--- config.mk ---
export PLATFORM = sky130hd
export DESIGN_NAME = freq_mult_tracker
export DESIGN_NICKNAME = d
export VERILOG_FILES = /design/src/rtl/freq_mult_tracker.sv
export SDC_FILE = /design/constraint.sdc
export NUM_CORES = 1
export LEC_CHECK = 0
export ABC_AREA = 1
export ABC_CLOCK_PERIOD_IN_PS = 2820
export CORE_MARGIN = 2
export CORE_UTILIZATION = 56
export CTS_CLUSTER_SIZE = 16
export DETAILED_ROUTE_END_ITERATION = 16
export GPL_TIMING_DRIVEN = 0
export PLACE_DENSITY = 0.78
export SETUP_SLACK_MARGIN = 0.3
export SYNTH_ARGS = -nofsm -noshare
export SYNTH_HDL_FRONTEND = slang
export SYNTH_SLANG_ARGS = --single-unit
--- constraint.sdc ---
create_clock -name clk -period 2.82 [get_ports clk]
set_input_delay 0.846 -clock clk [delete_from_list [all_inputs] [get_ports clk]]
set_output_delay 0.846 -clock clk [all_outputs]
set_load 0.005 [all_outputs]
--- src/rtl/freq_mult_tracker.sv ---
// freq_mult_tracker: measures the period of an asynchronous square wave in
// reference-clock cycles (averaged over 2**AVG_LOG2 periods) and drives
// out_freq at 2**MULT_LOG2 times the measured input frequency.
module freq_mult_tracker #(
    parameter int CNT_W        = 16,
    parameter int MULT_LOG2    = 3,
    parameter int AVG_LOG2     = 2,
    parameter int SYNC_STAGES  = 2,
    parameter int AUTO_RETRACK = 0
) (
    input  logic             clk,
    input  logic             rst,
    input  logic             in_freq,
    input  logic             adjust,
    output logic             out_freq,
    output logic             valid,
    output logic             busy,
    output logic             err,
    output logic [CNT_W-1:0] period_cnt,
    output logic [CNT_W-1:0] half_period
);

    // Total divide from the averaged count to one output half-period.
    localparam int SHIFT  = AVG_LOG2 + MULT_LOG2 + 1;
    localparam int EDGE_W = AVG_LOG2 + 1;
    localparam logic [EDGE_W-1:0] EDGE_LAST = EDGE_W'((1 << AVG_LOG2) - 1);
    localparam logic [CNT_W-1:0]  CNT_MAX   = '1;
    localparam logic [CNT_W-1:0]  CNT_ONE   = CNT_W'(1);

    typedef enum logic [2:0] {
        IDLE, INIT, WAIT_EDGE, MEASURE, LOAD, ERR
    } state_t;

    state_t state, state_nxt;

    logic [SYNC_STAGES-1:0] sync_q;
    logic                   sync_d;
    logic                   rise;

    logic [CNT_W-1:0]  meas_cnt;
    logic [EDGE_W-1:0] edge_cnt;
    logic [CNT_W-1:0]  gen_cnt;
    logic [CNT_W-1:0]  half_raw;
    logic [CNT_W-1:0]  half_new;

    // Synchronise in_freq and keep one extra delayed copy for edge detection.
    always_ff @(posedge clk or posedge rst) begin
        if (rst) begin
            sync_q <= '0;
            sync_d <= 1'b0;
        end else begin
            sync_q <= {sync_q[SYNC_STAGES-2:0], in_freq};
            sync_d <= sync_q[SYNC_STAGES-1];
        end
    end

    assign rise = sync_q[SYNC_STAGES-1] & ~sync_d;

    // Divisor for the next load; a too-fast input would give 0, so clamp to 1.
    assign half_raw = meas_cnt >> SHIFT;
    assign half_new = (half_raw == '0) ? CNT_ONE : half_raw;

    assign busy = (state == INIT) || (state == WAIT_EDGE) ||
                  (state == MEASURE) || (state == LOAD);

    // State register.
    always_ff @(posedge clk or posedge rst) begin
        if (rst) state <= IDLE;
        else     state <= state_nxt;
    end

    // Next-state logic; adjust during a measurement restarts from INIT.
    always_comb begin
        state_nxt = state;
        case (state)
            IDLE:      if (adjust) state_nxt = INIT;
            INIT:      if (!adjust) state_nxt = WAIT_EDGE;
            WAIT_EDGE: begin
                if (adjust)    state_nxt = INIT;
                else if (rise) state_nxt = MEASURE;
            end
            MEASURE: begin
                if (adjust)                              state_nxt = INIT;
                else if (meas_cnt == CNT_MAX)            state_nxt = ERR;
                else if (rise && (edge_cnt == EDGE_LAST)) state_nxt = LOAD;
            end
            LOAD:      state_nxt = (AUTO_RETRACK != 0) ? WAIT_EDGE : IDLE;
            ERR:       state_nxt = IDLE;
            default:   state_nxt = IDLE;
        endcase
    end

    // Measurement counters, result registers and status flags.
    always_ff @(posedge clk or posedge rst) begin
        if (rst) begin
            meas_cnt    <= '0;
            edge_cnt    <= '0;
            err         <= 1'b0;
            valid       <= 1'b0;
            period_cnt  <= '0;
            half_period <= '0;
        end else begin
            case (state)
                INIT: begin
                    meas_cnt <= '0;
                    edge_cnt <= '0;
                    err      <= 1'b0;
                    valid    <= 1'b0;
                end
                WAIT_EDGE: begin
                    if (adjust) begin
                        valid <= 1'b0;
                    end else if (rise) begin
                        meas_cnt <= '0;
                        edge_cnt <= '0;
                    end
                end
                MEASURE: begin
                    if (adjust) begin
                        valid <= 1'b0;
                    end else if (meas_cnt != CNT_MAX) begin
                        meas_cnt <= meas_cnt + 1'b1;
                        if (rise) edge_cnt <= edge_cnt + 1'b1;
                    end
                end
                LOAD: begin
                    period_cnt  <= meas_cnt;
                    half_period <= half_new;
                    valid       <= 1'b1;
                end
                ERR: begin
                    err   <= 1'b1;
                    valid <= 1'b0;
                end
                default: ;
            endcase
        end
    end

    // Output generator: half-period down-counter; LOAD restarts it without a toggle.
    always_ff @(posedge clk or posedge rst) begin
        if (rst) begin
            gen_cnt  <= '0;
            out_freq <= 1'b0;
        end else if (state == LOAD) begin
            gen_cnt <= half_new;
        end else if (!valid || (state == INIT) || (state == ERR)) begin
            gen_cnt  <= '0;
            out_freq <= 1'b0;
        end else if (gen_cnt <= CNT_ONE) begin
            gen_cnt  <= half_period;
            out_freq <= ~out_freq;
        end else begin
            gen_cnt <= gen_cnt - 1'b1;
        end
    end

endmodule

==> results of run 1 <==
==> sequential cells by signal, summed over array words and instances (netlist names) <==
name         count
gen_cnt         16
meas_cnt        16
period_cnt      16
half_period     10
edge_cnt         3
state            3
sync_q           2
err              1
out_freq         1
sync_d           1
valid            1
==> where the power goes <==
part	switching [uW]	internal [uW]	total [uW]
registers	72.4	1090	1160
clock network	389	614	1000
logic	593	352	945
total	1050	2050	3110
==> metal layers <==
metal  global-route usage [%]  vias up  part of all wire, %  wire, um
met5                        0        -                    0         0
met4                     11.7        0                  2.4       200
met3                     4.03       24                  6.0       492
met2                     42.4      113                   51      4170
met1                     29.1     1504                   41      3340
li1                         -     1563                    -         -
==> metrics by stage <==
step / setup WS [ps] / cell area, um2 / cells / util (%)
after floorplan: 823 / 3650 / 473 / -
after global placement: 101 / 4070 / 583 / 64.5
after CTS: 392 / 4390 / 603 / 69.5
final: 388 / 4390 / 603 / 69.5
after detailed placement: 78.4 / 4090 / 584 / 64.8
after global routing: 311 / 4390 / 603 / 69.5
==> logic make-up (layout without fill, tap and decap cells) <==
| kind of cell | after synthesis | after routing | share of synthesized area (%) |
|---|---|---|---|
| buffers and inverters | 60 | 113 | 7.28 |
| DFF | 70 | 70 | 48.3 |
| adders and majority gates | 5 | 5 | 1.73 |
| AOI/OAI and AO/OA | 41 | 41 | 6.52 |
| other | 1 | 6 | 0.103 |
| and+or+nand+nor | 274 | 274 | 31.9 |
| xor gates and xnor gates | 17 | 17 | 4.11 |
==> worst register-to-register path, cell delays in order, from the launching register on <==
cell	delay, ps
dfrtp_1	430
inv_1	120
ha_1	190
nand2_1	160
a21oi_1	200
nand2_1	200
nand2_1	260
inv_2	110
nand2_1	80
nand3_1	70
==> final timing paths <==
kind / endpoint / slack (ps) / cells after the start
max: busy / 390 / 6
min: sync_q[1]$_DFF_PP0_ / 350 / 0
max reg2reg: gen_cnt[7]$_DFF_PP0_ / 880 / 9
min reg2reg: sync_q[1]$_DFF_PP0_ / 350 / 0
max in group asynchronous: meas_cnt[2]$_DFFE_PP0P_ / 1180 / 3
min in group asynchronous: half_period[3]$_DFFE_PP0P_ / 1020 / 2
==> cells in the final DEF, fill, tap and decap left out, types with 2 or more instances in the layout <==
cell type        netlist  final
clkbuf_8               0     10
clkdlybuf4s50_1        0     32
bufinv_16              0      3
clkinvlp_4             0      2
o21bai_1               3      3
nor3_1                 2      2
conb_1                 1      6
o211ai_1               5      5
nor2_4                 3      4
o21ai_1                6      6
o21ai_2                3      3
or2_2                  2      2
nor2_2                 3      3
o21ai_0               17     17
xor2_1                15     15
nor2_1                59     58
inv_2                  4      4
buf_4                  6      9
dfrtp_1               70     69
nand2_1              156    155
clkbuf_1               3      4
buf_6                  2      4
inv_1                 42     41
a21oi_1                7      7
ha_1                   5      5
nand4_1                6      6
nand3_1               36     36
xnor2_1                2      2
nand2_2                5      6
==> cell type report <==
class | instances | area (um2)
repair buffers | 37 | 372
clock inverters | 5 | 106
clock buffers | 11 | 141
fillers | 514 | 1930
flip-flops and latches | 70 | 1750
inverters | 47 | 180
well taps | 77 | 96.3
multi-input cells | 343 | 1640
plain buffers | 13 | 101
==> what timing repair did <==
action,CTS,global route
hold buffers,0,0
pin swaps,1,1
setup endpoints to repair,1,1
resized for setup,9,1
cloned,0,0
setup buffers,3,0
==> impl_metrics.tcl, run 1 <==
set metrics [dict create \
    outcome "completed" \
    hold_path.class "reg2reg" \
    drtAntennaViolNets 0 \
    skew_ps 7.44 \
    cp_slowest_cell "dfrtp_2" \
    critPathLaunch "state[0]$_DFFE_PP0P_" \
    drive_gt1_share_pct 10.3 \
    worst_setup_path_end_kind "output port" \
    hold_start "sync_q[0]$_DFF_PP0_" \
    fmax_mhz 411 \
    io_buffers 33 \
    min_period_over_period_pct 86.2 \
    slew_violations 0 \
    ys_top_cells_by_area "dfrtp_1 48%, nand2_1 16%, nor2_1 6.1%, nand3_1 5.0%, inv_1 4.3%" \
    cp_num_buf_inv 3 \
    period_needed_ps 2430 \
    firstDrtPassIters 5 \
    crit_required_ps 1970 \
    rsz0062_at_grt "false" \
    synth-seq-cells 70 \
    ys_seq_area_share_pct 48.3 \
    path_clk_slew_ps 80 \
    finalPower_uw 3110 \
    yosysWarnings 0 \
    setup_violations 0 \
    via_per_inst 5.31 \
    worst_pin_slew_ps 872 \
    synth_top_area_share_pct 48.3 \
    grt_pass1_wl_um 13600 \
    synth.most_common_cell "nand2_1" \
    synth_edf_count 0 \
    setup-tns-final_ps 0 \
    clkSinkCount 70 \
    hold_viol_final 0 \
    timing.rr.start "gen_cnt[0]$_DFF_PP0_" \
    gr-usage-all-layers_pct 24.2 \
    yosysUniqueCellTypes 30 \
    rows 29 \
    syn_to_final_growth_pct 21.1 \
    cts_buffers 9 \
    grt_max_degree 41 \
    clockBufferDepth 2 \
    die_height_um 84.5 \
    diodes 0 \
    wl_per_cell_um 13.6 \
    worstPathMaxFanout 4 \
    syn_inst 468 \
    synthArstFlopShare_pct 100 \
    drc 0 \
    avgSynthCellArea_um2 7.75 \
    die_x_um 84.5 \
    clockRootBuffer "clkbuf_8" \
    hpwl_um 5840 \
    crit_type "reg2out" \
    cellPowerDensity_mw_per_mm2 708 \
    p_leak_uw 0.00224 \
    crit_family "buffers and inverters" \
    h-tree-depth 3 \
    cts_tree "yes" \
    die_area_mm2 0.00713 \
    clkLatencyLatePin_ps 350 \
    drv_cap 0 \
    synth_common_cells "156 x nand2_1, 70 x dfrtp_1, 59 x nor2_1, 42 x inv_1, 36 x nand3_1" \
    synth_area_leader_cell "dfrtp_1" \
    start_util_pct 57.4 \
    io_pins 40 \
    hold_slack_ps 352 \
    cpPeakStageDelay_ps 410 \
    ys.flop_type "dfrtp_1" \
    nets 530 \
    gr-total-overflow 0 \
    cp.arrival_ps 1590 \
    routed_wirelength_um 8210 \
    drtIter0Drc 149 \
    gp_congestion 0.937 \
    ir_drop_v 0.000466 \
    core_mm2 0.00631 \
    path_cells "buf_4, inv_2, nor2_1, nand2_1, nand3_1, dlygate4sd2_1" \
    cp-start-kind "flop" \
    antenna_found_initial 0 \
    num_vias 3204 \
    first_global_vias 3082 \
    max-slew-margin-rel_pct 41.7 \
    syn_area_mm2 0.00362 \
]
Power figures use the tool's default switching activity.
==> run 2: changes to the inputs <==
REMOVE_ABC_BUFFERS = 1   (was default)
==> run 2 against run 1 <==
Setup slack better by 290 ps. Non-clock buffer count is 10 lower. Maximum frequency is 14% higher. Worst hold slack hardly changed. Register-to-register slack worse by 200 ps. Routed wire length is 1.0% higher. Sequential power hardly changed. Clock skew is 1.4 ps higher. Power is 1.2% higher. Critical path depth is 2 higher.
==> impl_metrics.tcl, run 2 (synthesis gave the netlist of run 1 again) <==
set metrics [dict create \
    core_mm2 0.00631 \
    nets 521 \
    layout.cells.most_common_list "153 x nand2_1, 67 x dfrtp_1, 57 x nor2_1, 41 x inv_1, 36 x nand3_1" \
    grt_pass1_wl_um 14400 \
    die_x_um 84.5 \
    final_core_util_pct 69.0 \
    cts_tree "yes" \
    cts_buffers 9 \
    drtAntennaViolNets 0 \
    gr-total-overflow 0 \
    worst_setup_path_end_kind "flop" \
    clkSinkCount 70 \
    gr-usage-all-layers_pct 25.0 \
    drv_cap 0 \
    path_clk_slew_ps 70 \
    fmax_mhz 467 \
    dp_slack_ps -182 \
    slew_violations 0 \
    skew_ps 8.84 \
    worstPathMaxFanout 27 \
    die_area_mm2 0.00713 \
    outcome "completed" \
    num_vias 3131 \
    drive_gt1_share_pct 10.4 \
    cp.arrival_ps 2390 \
    p_leak_uw 0.00223 \
    h-tree-depth 3 \
    die_height_um 84.5 \
    syn_to_final_growth_pct 20.3 \
    hold_viol_final 0 \
    rsz0062_at_grt "false" \
    io_pins 40 \
    firstDrtPassIters 4 \
    gp_congestion 0.857 \
    cts_hold_buf 0 \
    hpwl_um 5220 \
    ir_drop_v 0.000758 \
    hold_path.class "reg2reg" \
    clockBufferDepth 2 \
    first_global_vias 3166 \
    crit_type "reg2reg" \
    setup_violations 0 \
    min_period_over_period_pct 76.0 \
    layout_setup_ws_ps 678 \
    worst_pin_slew_ps 853 \
    clkLatencyLatePin_ps 350 \
    final_common_cell "nand2_1" \
    antenna_found_initial 0 \
    via_per_inst 5.27 \
    diodes 0 \
    r2r_slack_ps 680 \
    clockRootBuffer "clkbuf_8" \
    period_needed_ps 2140 \
    max-slew-margin-rel_pct 43.1 \
    wl_per_cell_um 14.0 \
    rows 29 \
    cp-start-kind "flop" \
    start_util_pct 57.4 \
    cellPowerDensity_mw_per_mm2 722 \
    drc 0 \
    reg_top3 "gen_cnt x16, meas_cnt x16, period_cnt x16" \
    routed_wirelength_um 8290 \
    crit_required_ps 3070 \
    grt_max_degree 71 \
    drtIter0Drc 229 \
    io_buffers 33 \
]
run 2: cell types whose count changed in the layout (fill, tap and decap cells not counted), moves of 2 or more:
cell,delta
buf_4,-3
dfrtp_2,+2
clkinvlp_4,-2
clkbuf_1,-4
nand2_1,-2
dfrtp_1,-2
buf_6,-4
run 2: final timing paths:
check | depth (start not counted) | endpoint | from
worst max-delay path | 8 | meas_cnt[8]$_DFFE_PP0P_ | state[2]$_DFFE_PP0P_
worst min-delay path | 0 | sync_q[1]$_DFF_PP0_ | sync_q[0]$_DFF_PP0_
worst max register to register | 8 | meas_cnt[8]$_DFFE_PP0P_ | state[2]$_DFFE_PP0P_
worst min register to register | 0 | sync_q[1]$_DFF_PP0_ | sync_q[0]$_DFF_PP0_
max in group asynchronous | 2 | state[1]$_DFFE_PP0P_ | rst
min in group asynchronous | 2 | half_period[5]$_DFFE_PP0P_ | rst
run 2: cell type report:
type                       instances  area (um2)
clock buffer                      11         151
clock inverter                     5         104
fill                             517        1950
inverter                          47         179
multi-input combinational        344        1680
sequential                        70        1760
tap                               77        96.3
timing repair buffer              40         398
run 2: critical path, cell delays in order (launching register included):
cell and delay [ps]:
dfrtp_2 440, inv_2 140, nand2_2 110, nor2_2 560
nand2_2 190, nand3b_4 320, inv_2 120, nand2_1 90
nand2_1 40
run 2: power breakdown:
part           switching, uW  internal (uW)
registers               82.2           1090
logic                    608            333
clock network            396            638
total                   1090           2060
run 2: timing repair:
| item | 4_1_cts | 5_1_grt |
|---|---|---|
| pin swaps | 2 | 1 |
| resized for setup | 9 | 4 |
| endpoints found under the setup margin | 26 | 1 |
| setup buffers | 6 | 1 |
| cloned | 1 | 0 |
run 2: routing by layer:
layer | vias up | GRT usage (%) | part of all wire, %
met1 | 1480 | 31.8 | 43
met5 | - | 0 | 0
met3 | 25 | 4.52 | 4.2
met2 | 82 | 41.2 | 49
met4 | 0 | 12.6 | 3.2
li1 | 1544 | - | -
run 2: through the flow:
stage | setup TNS, ps | instances | instance area (um2) | total power [uW] | hold WS, ps
after floorplan | 0 | 460 | 3560 | 1720 | 331
after global placement | -66660 | 570 | 3980 | 1940 | 335
after detailed placement | -182 | 570 | 3990 | 1960 | 339
after CTS | 0 | 593 | 4340 | 3100 | 355
after global routing | 0 | 594 | 4360 | 3310 | 369
final | 0 | 594 | 4360 | 3150 | 353
==> run 3: changes to the inputs <==
ABC_CLOCK_PERIOD_IN_PS = 2100   (was 2820)
clock period = 2.1 ns   (was 2.82 ns; I/O delays follow)
==> run 3 against run 2 <==
First-iteration DRC count fell by 2.6%. Power rose by 43%. Sequential cell count did not move. Setup slack got worse by 460 ps. Clock power rose by 34%. Critical path type is now reg2out. Register-to-register slack got worse by 280 ps. Via count rose by 6.0%. Combinational power rose by 65%.
==> impl_metrics.tcl, run 3 (synthesis gave the netlist of run 1 again) <==
set metrics [dict create \
    cp_slowest_cell "dfrtp_2" \
    min_period_over_period_pct 89.8 \
    r2r_slack_ps 400 \
    core_mm2 0.00631 \
    whs_endpoint "sync_q[1]$_DFF_PP0_" \
    setup-tns-final_ps 0 \
    stdcell_count 612 \
    via_per_inst 5.42 \
    p_leak_uw 0.00249 \
    grt_max_degree 71 \
    worstPathMaxFanout 4 \
    cpPeakStageDelay_ps 470 \
    hold_path.class "reg2reg" \
    die_height_um 84.5 \
    period_needed_ps 1890 \
    crit_family "flip-flops" \
    skew_ps 6.04 \
    worst_pin_slew_ps 859 \
    cellPowerDensity_mw_per_mm2 988 \
    max-slew-margin-rel_pct 42.7 \
    cp_num_buf_inv 1 \
    cts_hold_buf 0 \
    syn_to_final_growth_pct 25.8 \
    final_common_cell "nand2_1" \
    first_global_vias 3246 \
    worst_setup_path_end_kind "output port" \
    firstDrtPassIters 4 \
    gr-usage-all-layers_pct 25.5 \
    n_fill_cell 488 \
    rsz0062_at_grt "true" \
    clkLatencyLatePin_ps 350 \
    drive_gt1_share_pct 15.7 \
    cp-start-kind "flop" \
    crit_required_ps 1470 \
    fmax_mhz 530 \
    drv_cap 0 \
    r2r_end "state[2]$_DFFE_PP0P_" \
    routed_wirelength_um 9020 \
    cts_buffers 9 \
    clockBufferDepth 2 \
    r2r_cells 11 \
    gp_congestion 0.857 \
    drtIter0Drc 223 \
    dp.cells 570 \
    reg_top3 "gen_cnt x16, meas_cnt x16, period_cnt x16" \
    ir_drop_v 0.000827 \
    rows 29 \
    cts_tree "yes" \
    timing.rr.start "state[0]$_DFFE_PP0P_" \
    outcome "completed" \
    io_buffers 33 \
    setup_violations 0 \
    num_vias 3320 \
    layout.cells.most_common_list "150 x nand2_1, 67 x dfrtp_1, 55 x nor2_1, 41 x inv_1, 33 x nand3_1" \
    h-tree-depth 3 \
    wl_per_cell_um 14.7 \
    clockRootBuffer "clkbuf_8" \
    antenna_found_initial 0 \
    drc 0 \
    io_pins 40 \
    die_x_um 84.5 \
    hold_start "sync_q[0]$_DFF_PP0_" \
    clkSinkCount 70 \
    start_util_pct 57.4 \
    gr-total-overflow 0 \
    path_cells "nor2_4, nand2_8, nand3_2, buf_2" \
    hold_viol_final 0 \
    hold_depth 0 \
    crit_type "reg2out" \
    nets 539 \
    finalPower_uw 4510 \
    path_clk_slew_ps 70 \
    die_area_mm2 0.00713 \
    slew_violations 0 \
    drtAntennaViolNets 0 \
    hpwl_um 5220 \
    grt_pass1_wl_um 14700 \
    cp.arrival_ps 1260 \
    diodes 0 \
]
[run 3: changes by cell type in the layout (fill, tap and decap cells not counted), sizes merged]
cell	before	now
dlygate4sd2	0	29
nand3b	1	3
buf	7	24
clkinvlp	0	1
clkdlybuf4s50	32	3
dlymetal6s2s	1	0
clkinv	2	1
[run 3: what timing repair did]
action / in CTS / in global routing
endpoints found under the setup margin: 89 / 49
cloned: 2 / 1
resized for setup: 52 / 16
buffers inserted: 17 / 6
pin swaps: 2 / 3
[run 3: area by class of cell]
cell class | instances | area [um2] | area share, %
Clock buffer | 11 | 151 | 3.32
Clock inverter | 5 | 104 | 2.28
Inverter | 47 | 188 | 4.12
Multi-Input combinational cell | 346 | 1790 | 39.3
Sequential cell | 70 | 1760 | 38.5
Tap cell | 77 | 96.3 | 2.11
Timing Repair Buffer | 56 | 474 | 10.4
[run 3: worst max path at each step]
| stage | start | to | slack, ps | cells past startpoint |
|---|---|---|---|---|
| 6_report | state[0]$_DFFE_PP0P_ | busy | 210 | 4 |
| 4_1_cts | state[1]$_DFFE_PP0P_ | busy | 250 | 4 |
| 3_3_place_gp | rst | sync_q[0]$_DFF_PP0_ | -1460 | 2 |
| 3_5_place_dp | state[0]$_DFFE_PP0P_ | busy | -690 | 4 |
| 5_1_grt | state[0]$_DFFE_PP0P_ | busy | 190 | 4 |
| 2_1_floorplan | rst | edge_cnt[0]$_DFFE_PP0P_ | -300 | 1 |
[run 3: routing by layer]
layer / part of all wire [%] / vias up / wire length (um) / track usage, %
met2: 51 / 114 / 4590 / 42.1
met1: 41 / 1590 / 3710 / 31.1
met4: 3.2 / 0 / 286 / 14.6
met3: 4.8 / 27 / 435 / 5.51
li1: - / 1589 / - / -
met5: 0 / - / 0 / 0
[run 3: power breakdown]
group	leakage (uW)	total, uW	internal, uW	switching (uW)
registers	0.000957	1570	1460	109
clock network	0.000130	1380	856	528
logic	0.00141	1550	575	977
total	0.00249	4510	2890	1610
[run 3: stage by stage]
step           utilization (%)  instance area, um2  worst slack (ps)  hold slack, ps
3_5_place_dp              63.1                3990              -686             339
3_3_place_gp              63.1                3980             -1460             335
6_report                  72.2                4560               214             353
4_1_cts                   70.1                4430               248             355
5_1_grt                   72.2                4560               190             368
2_1_floorplan                -                3560              -298             331
